--- config.mk ---
export PLATFORM = sky130hd
export DESIGN_NAME = comp_seq_ctrl
export DESIGN_NICKNAME = d
export VERILOG_FILES = /design/src/rtl/comp_seq_ctrl_pkg.sv /design/src/rtl/comp_slice4.sv /design/src/rtl/comp_seq_ctrl.sv
export SDC_FILE = /design/constraint.sdc
export NUM_CORES = 1
export LEC_CHECK = 0
export ABC_AREA = 1
export BUFFER_PORTS_ARGS = -buffer_cell sky130_fd_sc_hd__buf_4
export CAP_MARGIN = 20
export CORE_MARGIN = 2
export CORE_UTILIZATION = 55
export CTS_BUF_LIST = sky130_fd_sc_hd__clkbuf_8
export CTS_CLUSTER_DIAMETER = 100
export DETAILED_ROUTE_END_ITERATION = 12
export PLACE_DENSITY_LB_ADDON = 0.2
export SLEW_MARGIN = 0
export SYNTH_ARGS = -nofsm -noshare
export SYNTH_HDL_FRONTEND = slang
export SYNTH_HIERARCHICAL = 1
export SYNTH_SLANG_ARGS = --single-unit
--- constraint.sdc ---
create_clock -name clk -period 7 [get_ports clk]
set_clock_uncertainty 0.15 [all_clocks]
set_input_delay 0.7 -clock clk [delete_from_list [all_inputs] [get_ports clk]]
set_output_delay 0.7 -clock clk [all_outputs]
set_load 0.02 [all_outputs]
--- src/rtl/comp_seq_ctrl_pkg.sv ---
// Shared definitions for the slice-sequenced comparator.
//   SLICE_W : width of one comparator slice
//   state_t : controller state encoding (2'd3 is unused and recovers to IDLE)
package comp_seq_ctrl_pkg;

    localparam int SLICE_W = 4;

    typedef enum logic [1:0] {
        IDLE = 2'd0,
        RUN  = 2'd1,
        DONE = 2'd2
    } state_t;

endpackage

--- src/rtl/comp_slice4.sv ---
// Combinational 4-bit unsigned equal/greater/less slice comparator.
// Ports:
//   i_a, i_b : slice operands (unsigned)
//   o_eq     : i_a == i_b
//   o_gt     : i_a >  i_b
//   o_lt     : i_a <  i_b
module comp_slice4
    import comp_seq_ctrl_pkg::*;
(
    input  logic [SLICE_W-1:0] i_a,
    input  logic [SLICE_W-1:0] i_b,
    output logic               o_eq,
    output logic               o_gt,
    output logic               o_lt
);

    always_comb begin
        o_eq = (i_a == i_b);
        o_gt = (i_a >  i_b);
        o_lt = (i_a <  i_b);
    end

endmodule

--- src/rtl/comp_seq_ctrl.sv ---
// Wide unsigned comparator built from one 4-bit slice comparator. Operands are
// registered on the start handshake, then walked MSB slice first, one slice per
// cycle, stopping at the first unequal slice.
// Ports:
//   clk, rst_n               : clock, synchronous active-low reset
//   start_valid/start_ready  : operand handshake (a, b sampled on accept)
//   a, b                     : DATA_W-bit unsigned operands
//   res_valid/res_ready      : result handshake
//   eq, gt, lt               : one-hot compare result while res_valid
//   cycles                   : number of slices evaluated (1..NSLICE)
module comp_seq_ctrl
    import comp_seq_ctrl_pkg::*;
#(
    parameter  int DATA_W = 16,
    localparam int NSLICE = DATA_W / SLICE_W,
    localparam int IDX_W  = (NSLICE > 1) ? $clog2(NSLICE) : 1
) (
    input  logic              clk,
    input  logic              rst_n,
    input  logic              start_valid,
    output logic              start_ready,
    input  logic [DATA_W-1:0] a,
    input  logic [DATA_W-1:0] b,
    output logic              res_valid,
    input  logic              res_ready,
    output logic              eq,
    output logic              gt,
    output logic              lt,
    output logic [IDX_W:0]    cycles
);

    state_t              r_state;
    state_t              w_state_nxt;
    logic [DATA_W-1:0]   r_a_q;
    logic [DATA_W-1:0]   r_b_q;
    logic [IDX_W-1:0]    r_idx;
    logic [IDX_W:0]      r_cnt;
    logic                r_eq;
    logic                r_gt;
    logic                r_lt;

    logic [SLICE_W-1:0]  w_a_slice;
    logic [SLICE_W-1:0]  w_b_slice;
    logic                w_slice_eq;
    logic                w_slice_gt;
    logic                w_slice_lt;
    logic                w_accept;
    logic                w_last;

    // Only the currently indexed slice reaches the shared comparator.
    assign w_a_slice = r_a_q[r_idx*SLICE_W +: SLICE_W];
    assign w_b_slice = r_b_q[r_idx*SLICE_W +: SLICE_W];
    assign w_last    = (r_idx == '0);

    comp_slice4 u_slice (
        .i_a  (w_a_slice),
        .i_b  (w_b_slice),
        .o_eq (w_slice_eq),
        .o_gt (w_slice_gt),
        .o_lt (w_slice_lt)
    );

    always_ff @(posedge clk) begin
        if (!rst_n) begin
            r_state <= IDLE;
        end else begin
            r_state <= w_state_nxt;
        end
    end

    always_comb begin
        w_state_nxt = r_state;
        // start_ready is gated by rst_n so nothing is accepted during reset.
        start_ready = rst_n && (r_state == IDLE);
        res_valid   = (r_state == DONE);
        w_accept    = start_valid && start_ready;
        case (r_state)
            IDLE: begin
                if (w_accept) begin
                    w_state_nxt = RUN;
                end
            end
            RUN: begin
                if (!w_slice_eq || w_last) begin
                    w_state_nxt = DONE;
                end
            end
            DONE: begin
                if (res_ready) begin
                    w_state_nxt = IDLE;
                end
            end
            default: begin
                w_state_nxt = IDLE;
            end
        endcase
    end

    // Operands are pure data: no reset; a reset simply prevents them from being used.
    always_ff @(posedge clk) begin
        if (w_accept) begin
            r_a_q <= a;
            r_b_q <= b;
        end
    end

    always_ff @(posedge clk) begin
        if (!rst_n) begin
            r_idx <= '0;
            r_cnt <= '0;
            r_eq  <= 1'b0;
            r_gt  <= 1'b0;
            r_lt  <= 1'b0;
        end else begin
            case (r_state)
                IDLE: begin
                    if (w_accept) begin
                        r_idx <= IDX_W'(NSLICE - 1);
                        r_cnt <= '0;
                    end
                end
                RUN: begin
                    r_cnt <= r_cnt + (IDX_W+1)'(1);
                    if (!w_slice_eq) begin
                        r_gt <= w_slice_gt;
                        r_lt <= w_slice_lt;
                    end else if (w_last) begin
                        r_eq <= 1'b1;
                    end else begin
                        r_idx <= r_idx - IDX_W'(1);
                    end
                end
                DONE: begin
                    if (res_ready) begin
                        r_eq <= 1'b0;
                        r_gt <= 1'b0;
                        r_lt <= 1'b0;
                    end
                end
                default: begin
                    r_eq <= 1'b0;
                    r_gt <= 1'b0;
                    r_lt <= 1'b0;
                end
            endcase
        end
    end

    assign eq     = r_eq;
    assign gt     = r_gt;
    assign lt     = r_lt;
    assign cycles = r_cnt;

endmodule
==> run summary, run 1 <==
Critical Path, Cell by Cell: inv_1 -> o21ai_0 -> o22ai_1 -> ha_1 -> nand2_1 -> nor2_1 -> inv_1 -> nor2_1 -> nand2_2 -> nand2_2 -> inv_1 -> nor2_1 -> nor2_1
CP required: 7.02 ns
1st-pass router iterations: 4
Die area: 0.003706 mm²
Count of different cell masters after synthesis: 22
Worst R2R Setup Slack: 4.12 ns
Clock sinks: 42
Buf+Inv Stages, Crit Path: 3
CP startpoint kind: flop
Hold Path Class: reg -> reg
H-tree depth: 2
Max-slew violations: 0
Final hold viol count: 0
Fill cell count: 225
CP startpoint: r_idx[0]$_SDFFE_PN0P_
Setup-failing EPs final: 0
Status: complete, no violations
MaxCap Viol Count: 0
Area Growth Syn to Fin: 27.07%
Met1 Wirelength: 1257 µm
Worst setup EP type: flop
Clk_lat worst skew: 0.28 ns
Worst path depth: 13
WL final: 3133 µm
Final Cycle Share: 41.09%
DRC viols: 0
Core area: 0.003053 mm²
# rows: 20
Setup Fix Bufs, Post-CTS: 0
Layout cells sized above 1: 25.94%
I/O Pins: 44
#FFs+latches synth: 42
First-pass GRT wire length: 5071 µm
Clk pwr share: 33.0%
Gate Count Post-Synth: 165
Mapped Area: 0.001779 mm²
Post-route cell area: 0.002261 mm²
Maximum VDD drop: 0.1889 mV
Setup_tns: 0 ns
Final antenna-violating net count: 0
Max clock buf depth: 2
CTS tree: built
Worst Setup Path Type: reg -> reg
RR Endpoint: r_idx[1]$_SDFFE_PN0P_
DR vias/cell: 4.992
Max_slew headroom: 64.75%
Mean routed wirelength per cell: 12.24 µm
Worst slew pin tran: 0.5281 ns
Internal power: 0.0004165 W
NumNets Final: 254
Buffers added on ports: 43
Reg clk slew, reported paths: 0.07 ns
Worst Setup EP: r_idx[1]$_SDFFE_PN0P_
YS warnings: 6
Combinational share of power: 13.0%
DR vias: 1278
WP data arrival: 2.90 ns
Critical-path maximum fanout: 18
Gr ovfl total: 0
Placer Congestion: 0.8382
Initial DRC Count: 79
Die width: 60.88 µm
Syn_nets: 207
Switching share of power: 21.89%
FF-to-FF path depth: 13
Seq pwr share: 53.9%
Die Y: 60.88 µm
Synth Area per Inst: 10.78 µm²
Hold Path Depth: 2
CP delay by family, top: simple AND/OR/NAND/NOR gates
Cts bufs inserted: 5
Vias in the first global route: 1216
Initial Utilization: 58.28%
Initial antenna violation count: 0
Leakage: 0.9435 nW
RSZ-0062 raised after global routing: no
HPWL after DPL: 2262 µm
Clk root buf: clkbuf_8
CTS Hold Bufs: 0
Crit-path most repeated cell: nor2_1
Top routing layer in use: met4
Post-CTS resize count: 0
Total GRT Usage: 19.34%
Sequential fraction of the synthesis area: 65.26%
Placed instance area: 0.002131 mm²
Power per Cell Area: 235.8 mW/mm²
Psw: 0.0001167 W
Met3 Wirelength: 158 µm
Met2 wire len: 1676 µm
Reg2reg start: r_idx[0]$_SDFFE_PN0P_
Fin crit period: 2.876 ns
Slowest Stage Delay on Critical Path: 0.65 ns
Fmax: 0.3477 GHz
Largest net degree at the start of global routing: 33
Crit-path slowest cell: dfxtp_1
# diodes: 0
-- state kept, by name (all words and copies together), names as in the netlist --
signal   cells
r_idx        2
lt           1
r_a_q       16
r_b_q       16
r_state      2
cycles       3
gt           1
eq           1
-- layout make-up --
cell class / instances / area (µm²) / area share, %
clock inverter: 2 / 33.78 / 1.494
tap: 44 / 55.05 / 2.435
sequential: 42 / 1161 / 51.36
inverter: 17 / 63.81 / 2.822
clock buffer: 5 / 68.82 / 3.044
multi-input combinational: 102 / 528.0 / 23.35
timing repair buffer: 44 / 350.3 / 15.50
-- worst min-delay path by stage --
| stage | start | slack (ns) | endpoint |
|---|---|---|---|
| final | eq$_SDFFE_PN0P_ | 0.32 | eq$_SDFFE_PN0P_ |
| after global routing | lt$_SDFFE_PN0P_ | 0.35 | lt$_SDFFE_PN0P_ |
| after CTS | eq$_SDFFE_PN0P_ | 0.32 | eq$_SDFFE_PN0P_ |
| after detailed placement | eq$_SDFFE_PN0P_ | 0.31 | eq$_SDFFE_PN0P_ |
| after global placement | gt$_SDFFE_PN0P_ | 0.30 | gt$_SDFFE_PN0P_ |
| after floorplan | r_state[0]$_SDFFE_PN0P_ | 0.38 | eq$_SDFFE_PN0P_ |
-- worst min-delay path, stage by stage (launching register included) --
cell	delay (ns)
dfxtp_1	0.32
nand2_1	0.06
a21oi_1	0.05
-- placed cells by master, fill, tap and decap left out --
cell type and instances:
buf_4 43, edfxtp_1 32, nor2_1 29, o21ai_0 19
nand2_1 19, inv_1 16, dfxtp_1 10, o22ai_1 8
a21oi_1 8, ha_1 6, clkbuf_8 5, nand3_1 4
nand2_2 2, nor3_1 1, nand3_2 1, inv_2 1
nor2_4 1, xor2_1 1, nand3b_1 1, nand4_1 1
clkinv_1 1, bufinv_16 1, buf_16 1, and2_1 1
-- cell usage after synthesis --
| master | count | area share, % |
|---|---|---|
| edfxtp_1 | 32 | 54 |
| dfxtp_1 | 10 | 11 |
| nor3_1 | 1 | 0.28 |
| a21oi_1 | 8 | 2.3 |
| clkbuf_2 | 1 | 0.28 |
| nand2_1 | 19 | 4.0 |
| nand4_1 | 1 | 0.35 |
| xor2_1 | 1 | 0.49 |
| inv_2 | 1 | 0.21 |
| nand2_2 | 2 | 0.70 |
| ha_1 | 6 | 4.2 |
| nor2_4 | 1 | 0.63 |
| nand3b_1 | 1 | 0.42 |
| buf_6 | 1 | 0.63 |
| nand3_1 | 4 | 1.1 |
| nand3_2 | 1 | 0.56 |
| buf_2 | 2 | 0.56 |
| o22ai_1 | 8 | 2.8 |
| and2_1 | 1 | 0.35 |
| inv_1 | 16 | 3.4 |
| nor2_1 | 29 | 6.1 |
| o21ai_0 | 19 | 5.3 |
-- per-layer routing --
metal | GRT usage (%) | vias up
met2 | 34.41 | 45
met5 | 0 | -
met4 | 6.522 | 0
met1 | 22.24 | 570
li1 | - | 658
met3 | 5.757 | 5
-- power by group through the flow --
stage / Sequential (W) / Combinational, W / Clock, W
after floorplan: 0.000291 / 0.0000423 / 0
after global placement: 0.000293 / 0.0000632 / 0
after detailed placement: 0.000293 / 0.0000669 / 0
after CTS: 0.000288 / 0.0000674 / 0.000180
after global routing: 0.000289 / 0.0000780 / 0.000192
final: 0.000287 / 0.0000696 / 0.000176
-- stage by stage --
stage / std cells / utilization, % / setup slack, ns / hold WS (ns) / total power (W)
global route: 256 / 74.06 / 3.836 / 0.3476 / 0.0005583
global placement: 248 / 69.80 / 4.410 / 0.3007 / 0.0003564
detailed placement: 248 / 69.80 / 4.182 / 0.3059 / 0.0003604
CTS: 255 / 73.16 / 4.152 / 0.3173 / 0.0005354
finish: 256 / 74.06 / 4.124 / 0.3156 / 0.0005331
floorplan: 165 / - / 4.794 / 0.3772 / 0.0003329
-- logic make-up after synthesis --
group	share of synthesized area (%)
AOI/OAI and AO/OA	10.41
xor gates and xnor gates	0.4924
adders and majority gates	4.219
buffers and inverters	5.063
DFF	65.26
and+or+nand+nor	14.56
Note: power is estimated with default switching activity, not from simulation.
==> run 2: changes to the inputs <==
--- a/config.mk
+++ b/config.mk
@@ -9,7 +9,7 @@
 export BUFFER_PORTS_ARGS = -buffer_cell sky130_fd_sc_hd__buf_4
 export CAP_MARGIN = 20
 export CORE_MARGIN = 2
-export CORE_UTILIZATION = 55
+export CORE_UTILIZATION = 54
 export CTS_BUF_LIST = sky130_fd_sc_hd__clkbuf_8
 export CTS_CLUSTER_DIAMETER = 100
 export DETAILED_ROUTE_END_ITERATION = 12
==> constraint.sdc (replaced) <==
create_clock -name clk -period 2.7 [get_ports clk]
set_clock_uncertainty 0.15 [all_clocks]
set_input_delay 0.27 -clock clk [delete_from_list [all_inputs] [get_ports clk]]
set_output_delay 0.27 -clock clk [all_outputs]
set_load 0.02 [all_outputs]
==> run 2 against run 1 <==
Via count is 8.2% higher; count of clock-buffer cells in the layout stayed put; sequential cell count stayed put; clock power grew to 2.7 times the previous value.
==> run summary, run 2 (same netlist as run 1, synthesis figures left out) <==
Status: complete, no violations (unchanged)
Slowest Stage Delay on Critical Path: 0.38 ns (was 0.65 ns)
Clock sinks: 42 (unchanged)
Worst R2R Setup Slack: 0.32 ns (was 4.12 ns)
Core area: 0.003103 mm² (was 0.003053 mm²)
Mean routed wirelength per cell: 12.94 µm (was 12.24 µm)
Placed instance area: 0.002146 mm² (was 0.002131 mm²)
Worst Setup Path Type: reg -> reg (unchanged)
NumNets Final: 274 (was 254)
Maximum VDD drop: 0.4038 mV (was 0.1889 mV)
Clk pwr share: 33.0% (about the same)
DRC viols: 0 (unchanged)
CP startpoint kind: flop (unchanged)
HPWL after DPL: 2366 µm (was 2262 µm)
Placer Congestion: 0.8503 (was 0.8382)
Initial Utilization: 57.34% (was 58.28%)
Psw: 0.0003171 W (was 0.0001167 W)
1st-pass router iterations: 4 (unchanged)
Setup-failing EPs final: 0 (unchanged)
Hold Path Depth: 1 (was 2)
Clk root buf: clkbuf_8 (unchanged)
H-tree depth: 2 (unchanged)
# rows: 20 (unchanged)
Fin crit period: 2.382 ns (was 2.876 ns)
Final Cycle Share: 88.24% (was 41.09%)
Max-slew violations: 0 (unchanged)
MaxCap Viol Count: 0 (unchanged)
Die width: 61.40 µm (was 60.88 µm)
Buf+Inv Stages, Crit Path: 3 (unchanged)
Crit-path most repeated cell: nor2_1 (unchanged)
Most common cell after layout, fill and taps aside: buf_4 (unchanged)
FF-to-FF path depth: 13 (unchanged)
CTS tree: built (unchanged)
Die Y: 61.40 µm (was 60.88 µm)
Worst slew pin tran: 0.3555 ns (was 0.5281 ns)
WL final: 3584 µm (was 3133 µm)
Layout cells sized above 1: 25.75% (was 25.94%)
Power per Cell Area: 580.7 mW/mm² (was 235.8 mW/mm²)
RR Endpoint: r_idx[1]$_SDFFE_PN0P_ (unchanged)
Commonest cells after routing, fill and taps aside: buf_4 (48), edfxtp_1 (32), nor2_1 (29) (was buf_4 (43), edfxtp_1 (32), nor2_1 (29))
Internal power: 0.001099 W (was 0.0004165 W)
Post-route cell area: 0.002439 mm² (was 0.002261 mm²)
Fmax: 0.4197 GHz (was 0.3477 GHz)
Total GRT Usage: 20.12% (was 19.34%)
I/O Pins: 44 (unchanged)
Critical-path maximum fanout: 16 (was 18)
Min-delay src: b[0] (was eq$_SDFFE_PN0P_)
Final hold viol count: 0 (unchanged)
Critical Path, Cell by Cell: clkinvlp_4 -> o21ai_0 -> o22ai_1 -> ha_1 -> nand2_1 -> nor2_1 -> inv_1 -> nor2_1 -> nand2_2 -> nand2_2 -> inv_1 -> nor2_1 -> nor2_1 (was inv_1 -> o21ai_0 -> o22ai_1 -> ha_1 -> nand2_1 -> nor2_1 -> inv_1 -> nor2_1 -> nand2_2 -> nand2_2 -> inv_1 -> nor2_1 -> nor2_1)
Initial antenna violation count: 0 (unchanged)
Reg clk slew, reported paths: 0.08 ns (was 0.07 ns)
Finished Core Util: 78.59% (was 74.06%)
Gr ovfl total: 0 (unchanged)
WHS Endpoint: r_b_q[0]$_DFFE_PP_ (was eq$_SDFFE_PN0P_)
Area Growth Syn to Fin: 37.06% (was 27.07%)
CP delay by family, top: simple AND/OR/NAND/NOR gates (unchanged)
Vias in the first global route: 1345 (was 1216)
DR vias: 1383 (was 1278)
Switching share of power: 22.40% (was 21.89%)
Die area: 0.003770 mm² (was 0.003706 mm²)
Setup_tns: 0 ns (unchanged)
Initial DRC Count: 66 (was 79)
Max_slew headroom: 76.30% (was 64.75%)
CP required: 2.73 ns (was 7.02 ns)
Seq pwr share: 52.4% (was 53.9%)
Buffers added on ports: 43 (unchanged)
Max clock buf depth: 2 (unchanged)
Reg2reg start: r_idx[0]$_SDFFE_PN0P_ (unchanged)
CP startpoint: r_idx[0]$_SDFFE_PN0P_ (unchanged)
WP data arrival: 2.41 ns (was 2.90 ns)
Leakage: 1.029 nW (was 0.9435 nW)
Final antenna-violating net count: 0 (unchanged)
Crit-path slowest cell: dfxtp_1 (unchanged)
Clk_lat worst skew: 0.29 ns (was 0.28 ns)
# diodes: 0 (unchanged)
Largest net degree at the start of global routing: 30 (was 33)
Cts bufs inserted: 5 (unchanged)
Hold Path Class: in -> reg (was reg -> reg)
First-pass GRT wire length: 5499 µm (was 5071 µm)
Combinational share of power: 14.5% (was 13.0%)
Worst setup EP type: flop (unchanged)
DR vias/cell: 4.993 (was 4.992)
==> run 2: how the worst max path moves through the flow <==
| stage | end | slack [ns] | cells after the start |
|---|---|---|---|
| 2_1_floorplan | r_idx[1]$_SDFFE_PN0P_ | 0.49 | 16 |
| 3_3_place_gp | r_idx[1]$_SDFFE_PN0P_ | 0.44 | 14 |
| 3_5_place_dp | r_idx[1]$_SDFFE_PN0P_ | 0.30 | 14 |
| 4_1_cts | r_idx[1]$_SDFFE_PN0P_ | 0.28 | 14 |
| 5_1_grt | r_idx[1]$_SDFFE_PN0P_ | -0.007 | 13 |
| 6_report | r_idx[1]$_SDFFE_PN0P_ | 0.32 | 13 |
==> run 2: cell type report <==
type                            instances  area, µm²
Sequential cell                        42       1161
Fill cell                             211      664.4
Multi-Input combinational cell        102      528.0
Timing Repair Buffer                   64      520.5
Clock buffer                            5      68.82
Inverter                               17      67.56
Tap cell                               44      55.05
Clock inverter                          3      37.54
==> run 2: power groups by stage <==
stage	Clock, W	Sequential (W)	Combinational (W)
6_report	0.000468	0.000742	0.000206
5_1_grt	0.000499	0.000745	0.000232
4_1_cts	0.000474	0.000741	0.000189
3_5_place_dp	0	0.000756	0.000180
3_3_place_gp	0	0.000755	0.000174
2_1_floorplan	0	0.000753	0.000110
==> run 2: stage by stage <==
step,instances,hold WS (ns),worst slack (ns),total power (W)
floorplan,165,0.2189,0.4943,0.0008630
global placement,250,0.2981,0.4432,0.0009284
detailed placement,250,0.2993,0.2981,0.0009358
CTS,265,0.00008499,0.2843,0.001405
global route,277,-0.003312,-0.007367,0.001476
finish,277,0.004280,0.3175,0.001416
==> run 2: metal layers <==
layer	track usage (%)	part of all wire (%)	vias up
li1	-	-	699
met4	6.383	1.9	0
met2	36.93	53	42
met3	5.672	4.8	6
met5	0	0	-
met1	22.53	41	636
==> run 2: what timing repair did <==
| action | in CTS | in global routing |
|---|---|---|
| gates resized for setup | 0 | 1 |
| setup endpoints to repair | 0 | 1 |
| hold buffers | 7 | 9 |
| buffers inserted | 0 | 3 |
| endpoints found under the hold margin | 7 | 9 |
